===== src/rtl/fpmul_stream_master.sv =====
// +----------------------------------------------------------------------------+
// | fpmul_stream_master : LFSR operand generator and result sink for the FP     |
// | multiplier stream, with bounded in-flight ops and a result log FIFO.        |
// | Revision : 1.0                                                             |
// +----------------------------------------------------------------------------+
`default_nettype none

module fpmul_stream_master #(
  parameter int          N_OPS           = 16,
  parameter int          MAX_OUTSTANDING = 2,
  parameter int          RES_DEPTH       = 8,
  parameter logic [31:0] SEED_A          = 32'h3F80_0001,
  parameter logic [31:0] SEED_B          = 32'h3FC0_0003
) (
  input  logic        clk,
  input  logic        rst,
  input  logic        start,
  output logic        busy,
  output logic        done,
  output logic        err,
  output logic [31:0] op_a,
  output logic [31:0] op_b,
  output logic        op_valid,
  input  logic        op_ready,
  input  logic [31:0] res_data,
  input  logic        res_valid,
  output logic        res_ready,
  input  logic        log_rd,
  output logic [31:0] log_dout,
  output logic        log_empty,
  output logic [15:0] issued_cnt,
  output logic [15:0] recv_cnt
);

  localparam int          c_aw      = $clog2(RES_DEPTH);
  localparam logic [15:0] c_n_ops   = 16'(N_OPS);
  localparam logic [15:0] c_max_out = 16'(MAX_OUTSTANDING);
  localparam logic [c_aw:0] c_depth = (c_aw + 1)'(RES_DEPTH);
  localparam logic [31:0] c_mask    = 32'h8020_0003;
  localparam logic [31:0] c_seed_a  = (SEED_A == 32'h0) ? 32'h1 : SEED_A;
  localparam logic [31:0] c_seed_b  = (SEED_B == 32'h0) ? 32'h1 : SEED_B;

  typedef enum logic [1:0] {S_IDLE, S_ISSUE, S_DRAIN, S_DONE} state_t;

  function automatic logic [31:0] lfsr_step(input logic [31:0] s);
    return s[0] ? ((s >> 1) ^ c_mask) : (s >> 1);
  endfunction

  // Force sign|01|mantissa: exponent 64..127, so products never overflow or go NaN
  function automatic logic [31:0] sanitize(input logic [31:0] s);
    return (s & 32'h9FFF_FFFF) | 32'h2000_0000;
  endfunction

  state_t          r_state, w_state_nx;
  logic [31:0]     r_lfsr_a, r_lfsr_b, w_lfsr_a_nx, w_lfsr_b_nx;
  logic [31:0]     r_op_a, r_op_b, w_op_a_nx, w_op_b_nx;
  logic            r_op_valid, r_res_ready, r_busy, r_done, r_err;
  logic            w_op_valid_nx, w_res_ready_nx, w_busy_nx, w_done_nx, w_err_nx;
  logic [15:0]     r_issued, r_recv, w_issued_nx, w_recv_nx, w_outstanding;
  logic            w_op_fire, w_res_fire, w_push, w_pop;
  logic [c_aw-1:0] r_wr_ptr, r_rd_ptr;
  logic [c_aw:0]   r_log_cnt, w_log_cnt_nx;
  logic [31:0]     r_mem [RES_DEPTH];

  always_comb begin
    w_state_nx    = r_state;
    w_lfsr_a_nx   = r_lfsr_a;
    w_lfsr_b_nx   = r_lfsr_b;
    w_op_a_nx     = r_op_a;
    w_op_b_nx     = r_op_b;
    w_issued_nx   = r_issued;
    w_recv_nx     = r_recv;
    w_err_nx      = r_err;
    w_push        = 1'b0;
    w_op_fire     = r_op_valid && op_ready;
    w_res_fire    = res_valid && r_res_ready;
    w_outstanding = r_issued - r_recv;
    w_pop         = log_rd && (r_log_cnt != '0);

    // A result with nothing in flight is a protocol error and is discarded
    if (w_res_fire) begin
      if (w_outstanding == 16'd0) begin
        w_err_nx = 1'b1;
      end else begin
        w_push    = 1'b1;
        w_recv_nx = r_recv + 16'd1;
      end
    end

    if (w_op_fire) begin
      w_issued_nx = r_issued + 16'd1;
      w_lfsr_a_nx = lfsr_step(r_lfsr_a);
      w_lfsr_b_nx = lfsr_step(r_lfsr_b);
      w_op_a_nx   = sanitize(w_lfsr_a_nx);
      w_op_b_nx   = sanitize(w_lfsr_b_nx);
    end

    case (r_state)
      S_IDLE: begin
        if (start) begin
          w_state_nx  = S_ISSUE;
          w_issued_nx = 16'd0;
          w_recv_nx   = 16'd0;
          w_err_nx    = 1'b0;
          w_lfsr_a_nx = c_seed_a;
          w_lfsr_b_nx = c_seed_b;
          w_op_a_nx   = sanitize(c_seed_a);
          w_op_b_nx   = sanitize(c_seed_b);
        end
      end
      S_ISSUE: if (w_issued_nx == c_n_ops) w_state_nx = S_DRAIN;
      S_DRAIN: if (w_recv_nx == c_n_ops) w_state_nx = S_DONE;
      default: w_state_nx = S_IDLE;
    endcase

    case ({w_push, w_pop})
      2'b10:   w_log_cnt_nx = r_log_cnt + 1'b1;
      2'b01:   w_log_cnt_nx = r_log_cnt - 1'b1;
      default: w_log_cnt_nx = r_log_cnt;
    endcase

    // Look-ahead on next-cycle counts keeps every output registered
    w_busy_nx      = (w_state_nx == S_ISSUE) || (w_state_nx == S_DRAIN);
    w_done_nx      = (w_state_nx == S_DONE);
    w_op_valid_nx  = (w_state_nx == S_ISSUE) && ((w_issued_nx - w_recv_nx) < c_max_out);
    w_res_ready_nx = w_busy_nx && (w_log_cnt_nx != c_depth);
  end

  always_ff @(posedge clk) begin
    if (rst) begin
      r_state     <= S_IDLE;
      r_lfsr_a    <= c_seed_a;
      r_lfsr_b    <= c_seed_b;
      r_op_a      <= 32'h0;
      r_op_b      <= 32'h0;
      r_op_valid  <= 1'b0;
      r_res_ready <= 1'b0;
      r_busy      <= 1'b0;
      r_done      <= 1'b0;
      r_err       <= 1'b0;
      r_issued    <= 16'd0;
      r_recv      <= 16'd0;
      r_wr_ptr    <= '0;
      r_rd_ptr    <= '0;
      r_log_cnt   <= '0;
    end else begin
      r_state     <= w_state_nx;
      r_lfsr_a    <= w_lfsr_a_nx;
      r_lfsr_b    <= w_lfsr_b_nx;
      r_op_a      <= w_op_a_nx;
      r_op_b      <= w_op_b_nx;
      r_op_valid  <= w_op_valid_nx;
      r_res_ready <= w_res_ready_nx;
      r_busy      <= w_busy_nx;
      r_done      <= w_done_nx;
      r_err       <= w_err_nx;
      r_issued    <= w_issued_nx;
      r_recv      <= w_recv_nx;
      r_log_cnt   <= w_log_cnt_nx;
      if (w_push) r_wr_ptr <= r_wr_ptr + c_aw'(1);
      if (w_pop)  r_rd_ptr <= r_rd_ptr + c_aw'(1);
    end
  end

  always_ff @(posedge clk) begin
    if (!rst && w_push) r_mem[r_wr_ptr] <= res_data;
  end

  assign busy       = r_busy;
  assign done       = r_done;
  assign err        = r_err;
  assign op_a       = r_op_a;
  assign op_b       = r_op_b;
  assign op_valid   = r_op_valid;
  assign res_ready  = r_res_ready;
  assign issued_cnt = r_issued;
  assign recv_cnt   = r_recv;
  assign log_dout   = r_mem[r_rd_ptr];
  assign log_empty  = (r_log_cnt == '0);

endmodule

`default_nettype wire


===== config.mk =====
export PLATFORM = sky130hd
export DESIGN_NAME = fpmul_stream_master
export DESIGN_NICKNAME = d
export VERILOG_FILES = /design/src/rtl/fpmul_stream_master.sv
export SDC_FILE = /design/constraint.sdc
export NUM_CORES = 1
export LEC_CHECK = 0
export CORE_MARGIN = 5
export CORE_UTILIZATION = 55
export CTS_CLUSTER_DIAMETER = 40
export DETAILED_ROUTE_END_ITERATION = 10
export PLACE_DENSITY_LB_ADDON = 0.2
export SLEW_MARGIN = 0
export SYNTH_ARGS = -nofsm -noshare
export SYNTH_HDL_FRONTEND = slang
export SYNTH_SLANG_ARGS = --single-unit

===== constraint.sdc =====
create_clock -name clk -period 8 [get_ports clk]
set_input_delay 0.8 -clock clk [delete_from_list [all_inputs] [get_ports clk]]
set_output_delay 0.8 -clock clk [all_outputs]
set_load 0.01 [all_outputs]

==> results of run 1 <==
## final cells by class
type,count,area share [%]
timing repair buffer,187,8.24
inverter,31,0.525
clock buffer,67,6.44
tap,442,2.49
multi-input combinational,923,30.0
clock inverter,29,1.41
sequential,436,50.9
## placed cells by master (no fill, tap or decap), drive strengths merged, types with 4 or more instances in the layout
| cell | synthesis | routed |
|---|---|---|
| clkbuf | 63 | 67 |
| nor3 | 26 | 26 |
| clkdlybuf4s50 | 0 | 170 |
| o2111ai | 7 | 7 |
| dfxtp | 180 | 180 |
| nor4 | 13 | 13 |
| ha | 38 | 38 |
| nand2 | 236 | 236 |
| mux2i | 9 | 9 |
| and3 | 12 | 12 |
| a21oi | 119 | 119 |
| or4 | 5 | 5 |
| a21o | 10 | 10 |
| a31oi | 19 | 19 |
| xnor2 | 37 | 37 |
| mux4 | 64 | 64 |
| and4 | 4 | 4 |
| o21a | 14 | 14 |
| nand4 | 11 | 11 |
| o21ai | 24 | 24 |
| and2 | 15 | 15 |
| nor2 | 91 | 91 |
| o21bai | 4 | 4 |
| inv | 31 | 34 |
| clkinv | 0 | 14 |
| bufinv | 0 | 4 |
| mux2 | 34 | 34 |
| xor2 | 21 | 21 |
| nand2b | 11 | 11 |
| o31ai | 4 | 4 |
| nor3b | 6 | 6 |
| clkinvlp | 0 | 8 |
| nand3 | 35 | 35 |
| buf | 17 | 17 |
| edfxtp | 256 | 256 |
| nor2b | 7 | 7 |
## cells by family (layout without fill, tap and decap cells)
kind of cell | Yosys count | after routing | share of synthesized area (%)
and+or+nand+nor | 491 | 491 | 12.3
DFF | 436 | 436 | 61.6
AOI/OAI and AO/OA | 227 | 227 | 7.61
buffers and inverters | 111 | 314 | 2.38
muxes | 107 | 107 | 10.5
xor gates and xnor gates | 58 | 58 | 2.81
adders and majority gates | 40 | 40 | 2.81
## Yosys cell counts, types with 12 or more instances
cell | number | area (µm²)
edfxtp_1 | 256 | 7690
o21ai_0 | 18 | 90.1
and2_1 | 15 | 93.8
mux2_2 | 34 | 383
clkbuf_1 | 62 | 233
dfxtp_1 | 180 | 3600
ha_1 | 38 | 475
inv_1 | 31 | 116
buf_1 | 13 | 48.8
mux4_2 | 64 | 1440
nor4_1 | 13 | 81.3
xnor2_1 | 36 | 315
nand2_1 | 236 | 886
o21a_1 | 14 | 105
a21oi_1 | 118 | 591
nor3_1 | 25 | 125
nand3_1 | 35 | 175
xor2_1 | 21 | 184
and3_1 | 12 | 75.1
nor2_1 | 89 | 334
a31oi_1 | 19 | 119
## layer usage
layer	global-route usage (%)	share of wire, %	vias up	routed length [µm]
li1	-	-	5722	-
met1	30.7	42	5963	18000
met2	38.2	48	305	20800
met3	6.60	7.7	63	3280
met4	5.10	1.8	2	763
met5	0	0.016	-	7
## stage by stage
stage / utilization [%] / area [µm²] / hold slack [ns] / power (W) / setup slack [ns]
after global routing: 67.8 / 22200 / 0.458 / 0.00573 / 0.791
after CTS: 67.8 / 22200 / 0.453 / 0.00557 / 1.32
after global placement: 62.5 / 20400 / 0.437 / 0.00324 / 1.41
after detailed placement: 62.5 / 20400 / 0.444 / 0.00325 / 1.31
final: 67.8 / 22200 / 0.450 / 0.00551 / 1.26
after floorplan: - / 18300 / 0.432 / 0.00299 / 1.93
## state kept, by name, summed over array words and instances (netlist names), named ones only
name / cells
r_state: 2
issued_cnt: 16
err: 1
r_rd_ptr: 3
r_log_cnt: 4
r_lfsr_b: 32
res_ready: 1
done: 1
op_b: 32
r_mem: 256
op_valid: 1
r_wr_ptr: 3
recv_cnt: 16
op_a: 32
r_lfsr_a: 32
busy: 1
## final timing paths
path                start      endpoint  slack (ns)
max          recv_cnt[10]      op_valid        1.26
min          r_lfsr_b[31]  r_lfsr_b[30]        0.45
max reg2reg  recv_cnt[10]      op_valid        1.26
min reg2reg  r_lfsr_b[31]  r_lfsr_b[30]        0.45
## power breakdown
group	internal, W	total (W)	switching [W]
Sequential	0.00243	0.00249	0.0000634
Clock	0.00140	0.00231	0.000912
Combinational	0.000365	0.000712	0.000347
Total	0.00419	0.00551	0.00132
## critical path, stage by stage (launching register included)
cell       delay, ns
dfxtp_1         0.43
inv_1           0.16
ha_1            0.43
a211oi_2        0.29
nor3_1          0.09
nor3_2          0.18
o2111ai_1       0.11
or4_1           0.53
or4_4           0.54
o21ai_4         0.57
nor2_1          0.22
and4_1          0.36
nand2_1         0.12
xnor2_1         0.15
nand2_1         0.09
ha_1            0.37
a21o_1          0.22
a21o_1          0.17
a21o_1          0.18
a21oi_1         0.14
nor2b_1         0.05
o21ai_0         0.13
nand2b_1        0.07
a21oi_1         0.13
a21bo_2         0.24
or3_1           0.36
a2111oi_2       0.31
==> out/results.tsv, run 1 <==
stage	metric	value	unit
status	status	finished, final reports clean	
clock_tree	CTS Root Cell	clkbuf_16	
sta	unrepaired setup endpoints after global routing	false	
placed_design	Placed Cells	2019	
setup_path	Worst Path Max Fanout	23	
floorplanning	Core Area	0.0327	mm²
drt	wire per inst	20.3	µm
synth	sequential fraction of the synthesis area	61.6	%
global_route	first-pass GRT wire length	67000	µm
drt	wirelength, routed	42800	µm
power_and_ir_drop	Max VDD drop	175	µV
synth	Post-synth ARST share	0	%
placed_design	DP Wirelength	27000	µm
floorplanning	Starting Density	56.0	%
floorplanning	die height	192	µm
cells_and_area	antenna cells	0	
sta	Final Max Slew Viols	0	
sta	clock period minus worst slack	6.74	ns
synth	Synth Flop Type	edfxtp_1	
setup_path	Worst EP required	8.46	ns
floorplanning	DIE WIDTH	192	µm
cells_and_area	ratio of cells with drive above 1 in the final layout	13.6	%
flow_run	max_cap viols	0	
setup_path	FF-to-FF path depth	26	
cells_and_area	Cell Count, Final, Fillers Out	2115	
power_and_ir_drop	static leakage	7.61	nW
synth	Mapped Nets	1548	
drt	via/cell ratio	5.70	
clock_tree	clock net sink count	436	
sta	Slew headroom	38.4	%
synth	syn_area_per_cell	12.5	µm²
drt	TritonRoute pass-1 iters	5	
clock_tree	Max clock buf depth	3	
worst_hold_path	HP Class	register to register	
global_route	total grt overflow	0	
synth	Yosys cell types	73	
clock_tree	CTS Buf Count	52	
sta	setup tns final	0	ns
synth	EDFF count, synth	256	
clock_tree	H-Tree Depth	2	
sta	final hold vios	0	
drt	total number of vias	12100	
power_and_ir_drop	Pwr per Cell Area	249	mW/mm²
setup_path	worst setup path class	register to register	
cells_and_area	area grow syn2layout	21.1	%
floorplanning	area of the die	0.0371	mm²
placed_design	PortBufs	171	
cells_and_area	Nets	1709	
floorplanning	standard-cell rows	66	
sta	Max Clock Freq	148	MHz
setup_path	kind of end point of the critical path	register	
sta	Setup violations, final	0	
setup_path	crit start category	register	
clock_tree	CTS Hold Buffers Added	0	
synth	#FFs+latches synth	436	
cells_and_area	Fillers	2389	
global_route	vias in the first global route	12100	
clock_tree	CTS clk-pin slew, worst paths	0.06	ns
global_route	antenna violations before repair	1	
cells_and_area	multi-input logic area	0.00664	mm²
clock_tree	post-CTS setup buffers	0	
drt	Iter 0 DRT Violations	775	
synth	Ys Warns	0	
sta	Max Clock Skew	0.0300	ns
sta	Worst-Margin Slew	0.924	ns
sta	fin crit share	84.2	%
synth	cell area after synthesis	0.0183	mm²
placed_design	GPL Wtd Cong	0.931	
clock_tree	clock latency at the later pin of the worst-skew pair	0.56	ns
drt	detailed-route DRC error count	0	
drt	post-route ant nets	0	
clock_tree	CTS tree	done	
global_route	total track usage	23.1	%
clock_tree	cts repair resizes	0	
synth	Cells after Synth	1470	
floorplanning	total I/O pin count	172	
global_route	largest net degree at the start of global routing	84	
worst_hold_path	Worst Hold Path Cells	2	
setup_path	critical path arrival	7.20	ns
cells_and_area	Sequential Area	0.0113	mm²
Note: power is estimated with default switching activity, not from simulation.
==> run 2: changes to the inputs <==
Clock period 8 ns to 6.5 ns, I/O delays scaled along.
==> out/results.tsv, run 2 (same netlist as run 1, synthesis figures left out) <==
stage	metric	value	unit	change
clock_tree	CTS tree	done		
floorplanning	area of the die	0.0371	mm²	unchanged
worst_hold_path	HP Class	register to register		
cells_and_area	ratio of cells with drive above 1 in the final layout	13.8	%	+0.15 points
global_route	largest net degree at the start of global routing	109		+30%
setup_path	R2R Setup Slk	0.37	ns	-0.89 ns
floorplanning	die height	192	µm	unchanged
clock_tree	H-Tree Depth	2		unchanged
cells_and_area	post-route cell area	0.0222	mm²	about the same
floorplanning	standard-cell rows	66		unchanged
setup_path	Worst Path Max Fanout	22		-4.3%
cells_and_area	area grow syn2layout	21.2	%	about the same
power_and_ir_drop	static leakage	7.65	nW	+0.49%
global_route	total track usage	22.9	%	-0.22 points
global_route	antenna violations before repair	2		+1
clock_tree	Max clock buf depth	3		unchanged
cells_and_area	Fillers	2371		-0.75%
floorplanning	Core Area	0.0327	mm²	unchanged
floorplanning	DIE WIDTH	192	µm	unchanged
sta	clock period minus worst slack	6.13	ns	-0.605 ns
global_route	total grt overflow	0		unchanged
drt	TritonRoute pass-1 iters	5		unchanged
sta	Final Max Slew Viols	0		unchanged
clock_tree	CTS Buf Count	51		-1.9%
placed_design	placed instance area	0.0205	mm²	+0.15%
drt	Iter 0 DRT Violations	767		-1.0%
sta	Worst-Margin Slew	1.23	ns	+0.303 ns
status	status	finished, final reports clean		
cells_and_area	most frequent cells in the layout	256 x edfxtp_1, 235 x nand2_1, 178 x dfxtp_1		
global_route	first-pass GRT wire length	66400	µm	-1.0%
clock_tree	post-CTS setup buffers	0		unchanged
setup_path	crit start category	register		
drt	via/cell ratio	5.69		about the same
sta	final hold vios	0		unchanged
placed_design	pre-CTS setup slack	0.315	ns	-0.996 ns
clock_tree	CTS Hold Buffers Added	0		unchanged
sta	Max Clock Skew	0.0142	ns	-0.0158 ns
drt	post-route ant nets	0		unchanged
power_and_ir_drop	Pwr per Cell Area	306	mW/mm²	+23%
sta	fin crit share	94.3	%	+10 points
placed_design	GPL Wtd Cong	0.902		-3.1%
setup_path	Worst EP required	6.95	ns	-1.51 ns
drt	wire per inst	20.0	µm	-1.4%
setup_path	FF-to-FF path depth	21		-19%
power_and_ir_drop	Max VDD drop	264	µV	+51%
sta	Max Clock Freq	163	MHz	+9.9%
floorplanning	total I/O pin count	172		unchanged
clock_tree	CTS Root Cell	clkbuf_16		
setup_path	critical path arrival	6.58	ns	-0.62 ns
clock_tree	clock net sink count	436		unchanged
cells_and_area	Nets	1712		+0.18%
flow_run	max_cap viols	0		unchanged
cells_and_area	Largest Register	r_mem		
cells_and_area	antenna cells	0		unchanged
sta	Slew headroom	18.2	%	-20 points
drt	wirelength, routed	42300	µm	-1.2%
drt	detailed-route DRC error count	0		unchanged
sta	worst setup margin	0.368	ns	-0.895 ns
cells_and_area	most common cell after layout, fill and taps aside	edfxtp_1		
drt	total number of vias	12100		+0.10%
floorplanning	Starting Density	56.0	%	unchanged
clock_tree	clock latency at the later pin of the worst-skew pair	0.56	ns	about the same
sta	Setup violations, final	0		unchanged
setup_path	kind of end point of the critical path	register		
clock_tree	CTS clk-pin slew, worst paths	0.05	ns	about the same
global_route	vias in the first global route	11900		-1.1%
placed_design	DP Wirelength	26500	µm	-1.9%
worst_hold_path	Worst Hold Path Cells	2		unchanged
placed_design	PortBufs	171		unchanged
setup_path	worst setup path class	register to register		
cells_and_area	max FFs per register	256		unchanged
run 2: cell count changes in the layout (fill, tap and decap cells not counted), moves of 2 or more:
cell        before  now
clkinvlp_4       8    1
buf_4           16   20
clkinv_4         3    5
inv_6            2    7
clkinv_1         2    5
run 2: timing repair:
action | in CTS | in global routing
hold endpoints to repair | 0 | 0
resized for setup | 0 | 2
endpoints found under the setup margin | 0 | 1
run 2: layer usage:
| metal | part of all wire [%] | vias to the layer above | global-route usage [%] |
|---|---|---|---|
| met3 | 7.5 | 78 | 5.50 |
| met2 | 47 | 372 | 36.6 |
| li1 | - | 5734 | - |
| met4 | 2.8 | 4 | 7.08 |
| met5 | 0.064 | - | 0 |
| met1 | 42 | 5879 | 31.3 |
run 2: report_power, final:
part / total (W) / internal [W] / switching, W / leakage (nW)
sequential: 0.00308 / 0.00299 / 0.0000963 / 3.76
clock: 0.00284 / 0.00172 / 0.00113 / 0.846
combinational: 0.000854 / 0.000450 / 0.000404 / 3.04
run 2: area by class of cell:
type                    count  area, µm²  area share [%]
repair buffers            191       1860            8.37
clock inverters            30        307            1.38
inverters                  31        116           0.524
well taps                 442        553            2.49
multi-input cells         923       6650            30.0
clock buffers              66       1420            6.38
flip-flops and latches    436      11300            50.9
run 2: path summary, 6_finish.rpt:
check / endpoint / from
hold / removal: r_lfsr_b[30] / r_lfsr_b[31]
setup reg to reg: op_valid / recv_cnt[12]
setup / recovery: op_valid / recv_cnt[12]
hold reg to reg: r_lfsr_b[30] / r_lfsr_b[31]
run 2: critical path: stages (launching register included):
cell and delay, ns:
dfxtp_1 0.53, inv_1 0.12, ha_1 0.43, o21ai_1 0.15, a21oi_1 0.19, or3b_1 0.14, o2111ai_1 0.11, or4_1 0.48
or4_4 0.54, o21ai_4 0.15, buf_4 0.31, mux2i_1 0.15, or2_2 0.30, ha_1 0.26, nand4b_1 0.25, nor4b_1 0.50
mux2i_1 0.20, nand2_1 0.16, o211ai_1 0.17, a21bo_2 0.23, or3_1 0.36, a2111oi_2 0.29
run 2: stage by stage:
| step | power, W | hold slack (ns) | instances | util [%] | TNS, ns |
|---|---|---|---|---|---|
| after floorplan | 0.00368 | 0.432 | 1470 | - | 0 |
| after global placement | 0.00399 | 0.438 | 2023 | 62.6 | 0 |
| after detailed placement | 0.00400 | 0.443 | 2023 | 62.6 | 0 |
| after CTS | 0.00686 | 0.452 | 2119 | 67.8 | 0 |
| after global routing | 0.00706 | 0.466 | 2119 | 67.9 | -0.00117 |
| final | 0.00678 | 0.452 | 2119 | 67.9 | 0 |
==> run 3: changes to the inputs <==
Settings changed: SETUP_SLACK_MARGIN set to 0.3.
==> out/results.tsv, run 3 (same netlist as run 1, synthesis figures left out) <==
stage	metric	value	unit	change
status	status	finished, final reports clean		
floorplanning	die height	192	µm	unchanged
cells_and_area	most common cell after layout, fill and taps aside	edfxtp_1		
global_route	total track usage	22.9	%	unchanged
drt	DR top layer	met5		
power_and_ir_drop	Switching Power	0.00163	W	+0.18%
cells_and_area	antenna cells	0		unchanged
setup_path	Critical-path top delay cell	or4_4		
power_and_ir_drop	static leakage	7.67	nW	+0.21%
placed_design	DP Wirelength	26500	µm	unchanged
worst_hold_path	Worst Hold Path Cells	2		unchanged
drt	TritonRoute pass-1 iters	5		unchanged
clock_tree	H-Tree Depth	2		unchanged
power_and_ir_drop	Flop pwr share	45.4	%	about the same
power_and_ir_drop	sw frac	24.0	%	+0.029 points
sta	fin crit share	89.5	%	-4.8 points
sta	unrepaired setup endpoints after global routing	false		
placed_design	PortBufs	171		unchanged
sta	setup tns final	0	ns	unchanged
power_and_ir_drop	Pwr per Cell Area	305	mW/mm²	-0.26%
sta	Worst-Margin Slew	1.21	ns	-0.0183 ns
clock_tree	CTS Buf Count	51		unchanged
drt	via/cell ratio	5.72		+0.40%
cells_and_area	area grow syn2layout	21.6	%	
power_and_ir_drop	Int Power	0.00515	W	about the same
setup_path	R2R Setup Slk	0.68	ns	+0.31 ns
power_and_ir_drop	Clock Power Share	41.9	%	about the same
setup_path	reg2reg start	issued_cnt[0]		
setup_path	Most common cell on crit path	a21o_1		
placed_design	GPL Wtd Cong	0.902		unchanged
setup_path	worst setup path class	register to register		
sta	Setup violations, final	0		unchanged
sta	final hold vios	0		unchanged
sta	Slew headroom	19.4	%	+1.2 points
drt	Post-Route M1 WL	18000	µm	+0.56%
power_and_ir_drop	Max VDD drop	264	µV	about the same
drt	Iter 0 DRT Violations	725		-5.5%
global_route	antenna violations before repair	2		unchanged
sta	Max Clock Freq	172	MHz	+5.4%
global_route	largest net degree at the start of global routing	109		unchanged
drt	met3 routed WL	3110	µm	-1.7%
sta	Final Max Slew Viols	0		unchanged
power_and_ir_drop	logic gate share of total power	12.6	%	about the same
setup_path	crit start category	register		
drt	wire per inst	20.0	µm	+0.11%
flow_run	max_cap viols	0		unchanged
drt	wirelength, routed	42400	µm	+0.16%
drt	post-route ant nets	0		unchanged
sta	Max Clock Skew	0.0123	ns	-0.00199 ns
worst_hold_path	Hold Crit Start	r_lfsr_a[31]		
global_route	total grt overflow	0		unchanged
setup_path	FF-to-FF path depth	26		+24%
sta	clock period minus worst slack	5.82	ns	-0.315 ns
clock_tree	CTS Root Cell	clkbuf_16		
clock_tree	CTS tree	done		
setup_path	kind of end point of the critical path	register		
drt	detailed-route DRC error count	0		unchanged
drt	total number of vias	12100		+0.45%
floorplanning	DIE WIDTH	192	µm	unchanged
floorplanning	Starting Density	56.0	%	unchanged
cells_and_area	max FFs per register	256		unchanged
setup_path	r2r endpoint	op_valid		
setup_path	critical path arrival	6.27	ns	-0.31 ns
cells_and_area	most frequent cells in the layout	256 x edfxtp_1, 235 x nand2_1, 170 x clkdlybuf4s50_1		
floorplanning	standard-cell rows	66		unchanged
power_and_ir_drop	Tot Pwr	0.00679	W	about the same
clock_tree	CTS Hold Buffers Added	0		unchanged
floorplanning	total I/O pin count	172		unchanged
global_route	first-pass GRT wire length	66400	µm	unchanged
worst_hold_path	Worst Hold Path EP	r_lfsr_a[30]		
global_route	vias in the first global route	11900		unchanged
setup_path	Critical Path Max Stage Delay	0.54	ns	about the same
worst_hold_path	HP Class	register to register		
floorplanning	area of the die	0.0371	mm²	unchanged
floorplanning	Core Area	0.0327	mm²	unchanged
cells_and_area	Largest Register	r_mem		
setup_path	Worst Path Max Fanout	7		-68%
clock_tree	clock net sink count	436		unchanged
cells_and_area	ratio of cells with drive above 1 in the final layout	15.1	%	+1.3 points
clock_tree	clock latency at the later pin of the worst-skew pair	0.56	ns	about the same
clock_tree	Max clock buf depth	3		unchanged
cells_and_area	Nets	1713		+0.058%
clock_tree	CTS clk-pin slew, worst paths	0.06	ns	about the same
setup_path	Worst EP required	6.95	ns	about the same
drt	WL met2	20000	µm	about the same
-- run 3: cell count changes in the layout (fill, tap and decap cells not counted), moves of 2 or more --
cell | before | now
dfxtp_2 | 1 | 10
ha_1 | 37 | 31
dfxtp_1 | 178 | 167
dfxtp_4 | 1 | 3
ha_2 | 1 | 6
-- run 3: power by group through the flow --
| stage | Sequential [W] | Clock (W) | Combinational [W] |
|---|---|---|---|
| finish | 0.00308 | 0.00285 | 0.000857 |
| global route | 0.00310 | 0.00302 | 0.000937 |
| CTS | 0.00309 | 0.00290 | 0.000866 |
| detailed placement | 0.00315 | 0 | 0.000858 |
| global placement | 0.00314 | 0 | 0.000849 |
| floorplan | 0.00309 | 0 | 0.000595 |
-- run 3: layer usage --
layer	vias up	track usage, %
met4	4	7.08
met2	364	36.6
met5	-	0
met3	82	5.50
li1	5729	-
met1	5942	31.3
-- run 3: worst max-delay path by stage --
stage / start / to / slack, ns / depth (start not counted)
final: issued_cnt[0] / op_valid / 0.68 / 26
after global placement: recv_cnt[10] / op_valid / 0.41 / 21
after CTS: recv_cnt[10] / op_valid / 0.38 / 26
after floorplan: recv_cnt[1] / r_mem[6][0] / 0.43 / 12
after detailed placement: recv_cnt[10] / op_valid / 0.31 / 21
after global routing: recv_cnt[10] / op_valid / 0.31 / 26
-- run 3: what timing repair did --
item,in CTS,in global routing
pin swaps,0,2
cloned,0,0
setup endpoints to repair,1,1
buffers inserted,0,1
resized for setup,1,28
-- run 3: stage by stage --
stage                     hold WS [ns]  std cells  util (%)  setup WS, ns  cell area [µm²]
after floorplan                  0.432       1470         -         0.427            18300
after global placement           0.438       2023      62.6         0.407            20500
after detailed placement         0.443       2023      62.6         0.315            20500
after CTS                        0.452       2119      67.9         0.379            22200
after global routing             0.466       2120      68.1         0.310            22300
final                            0.452       2120      68.1         0.682            22300
-- run 3: layout make-up --
cell class              instances  area [µm²]
multi-input cells             923        6690
inverters                      31         116
clock buffers                  66        1420
well taps                     442         553
repair buffers                192        1870
clock inverters                30         307
flip-flops and latches        436       11300
fillers                      2366       10400
-- run 3: critical path, delay by kind of cell, from the launching register on --
family          cells  cell delay (ns)
compound gates     12             2.32
xor+xnor            1             0.14
fa+ha+maj           2             0.54
buf+inv             1             0.08
flops               1             0.51
simple gates       10             2.12
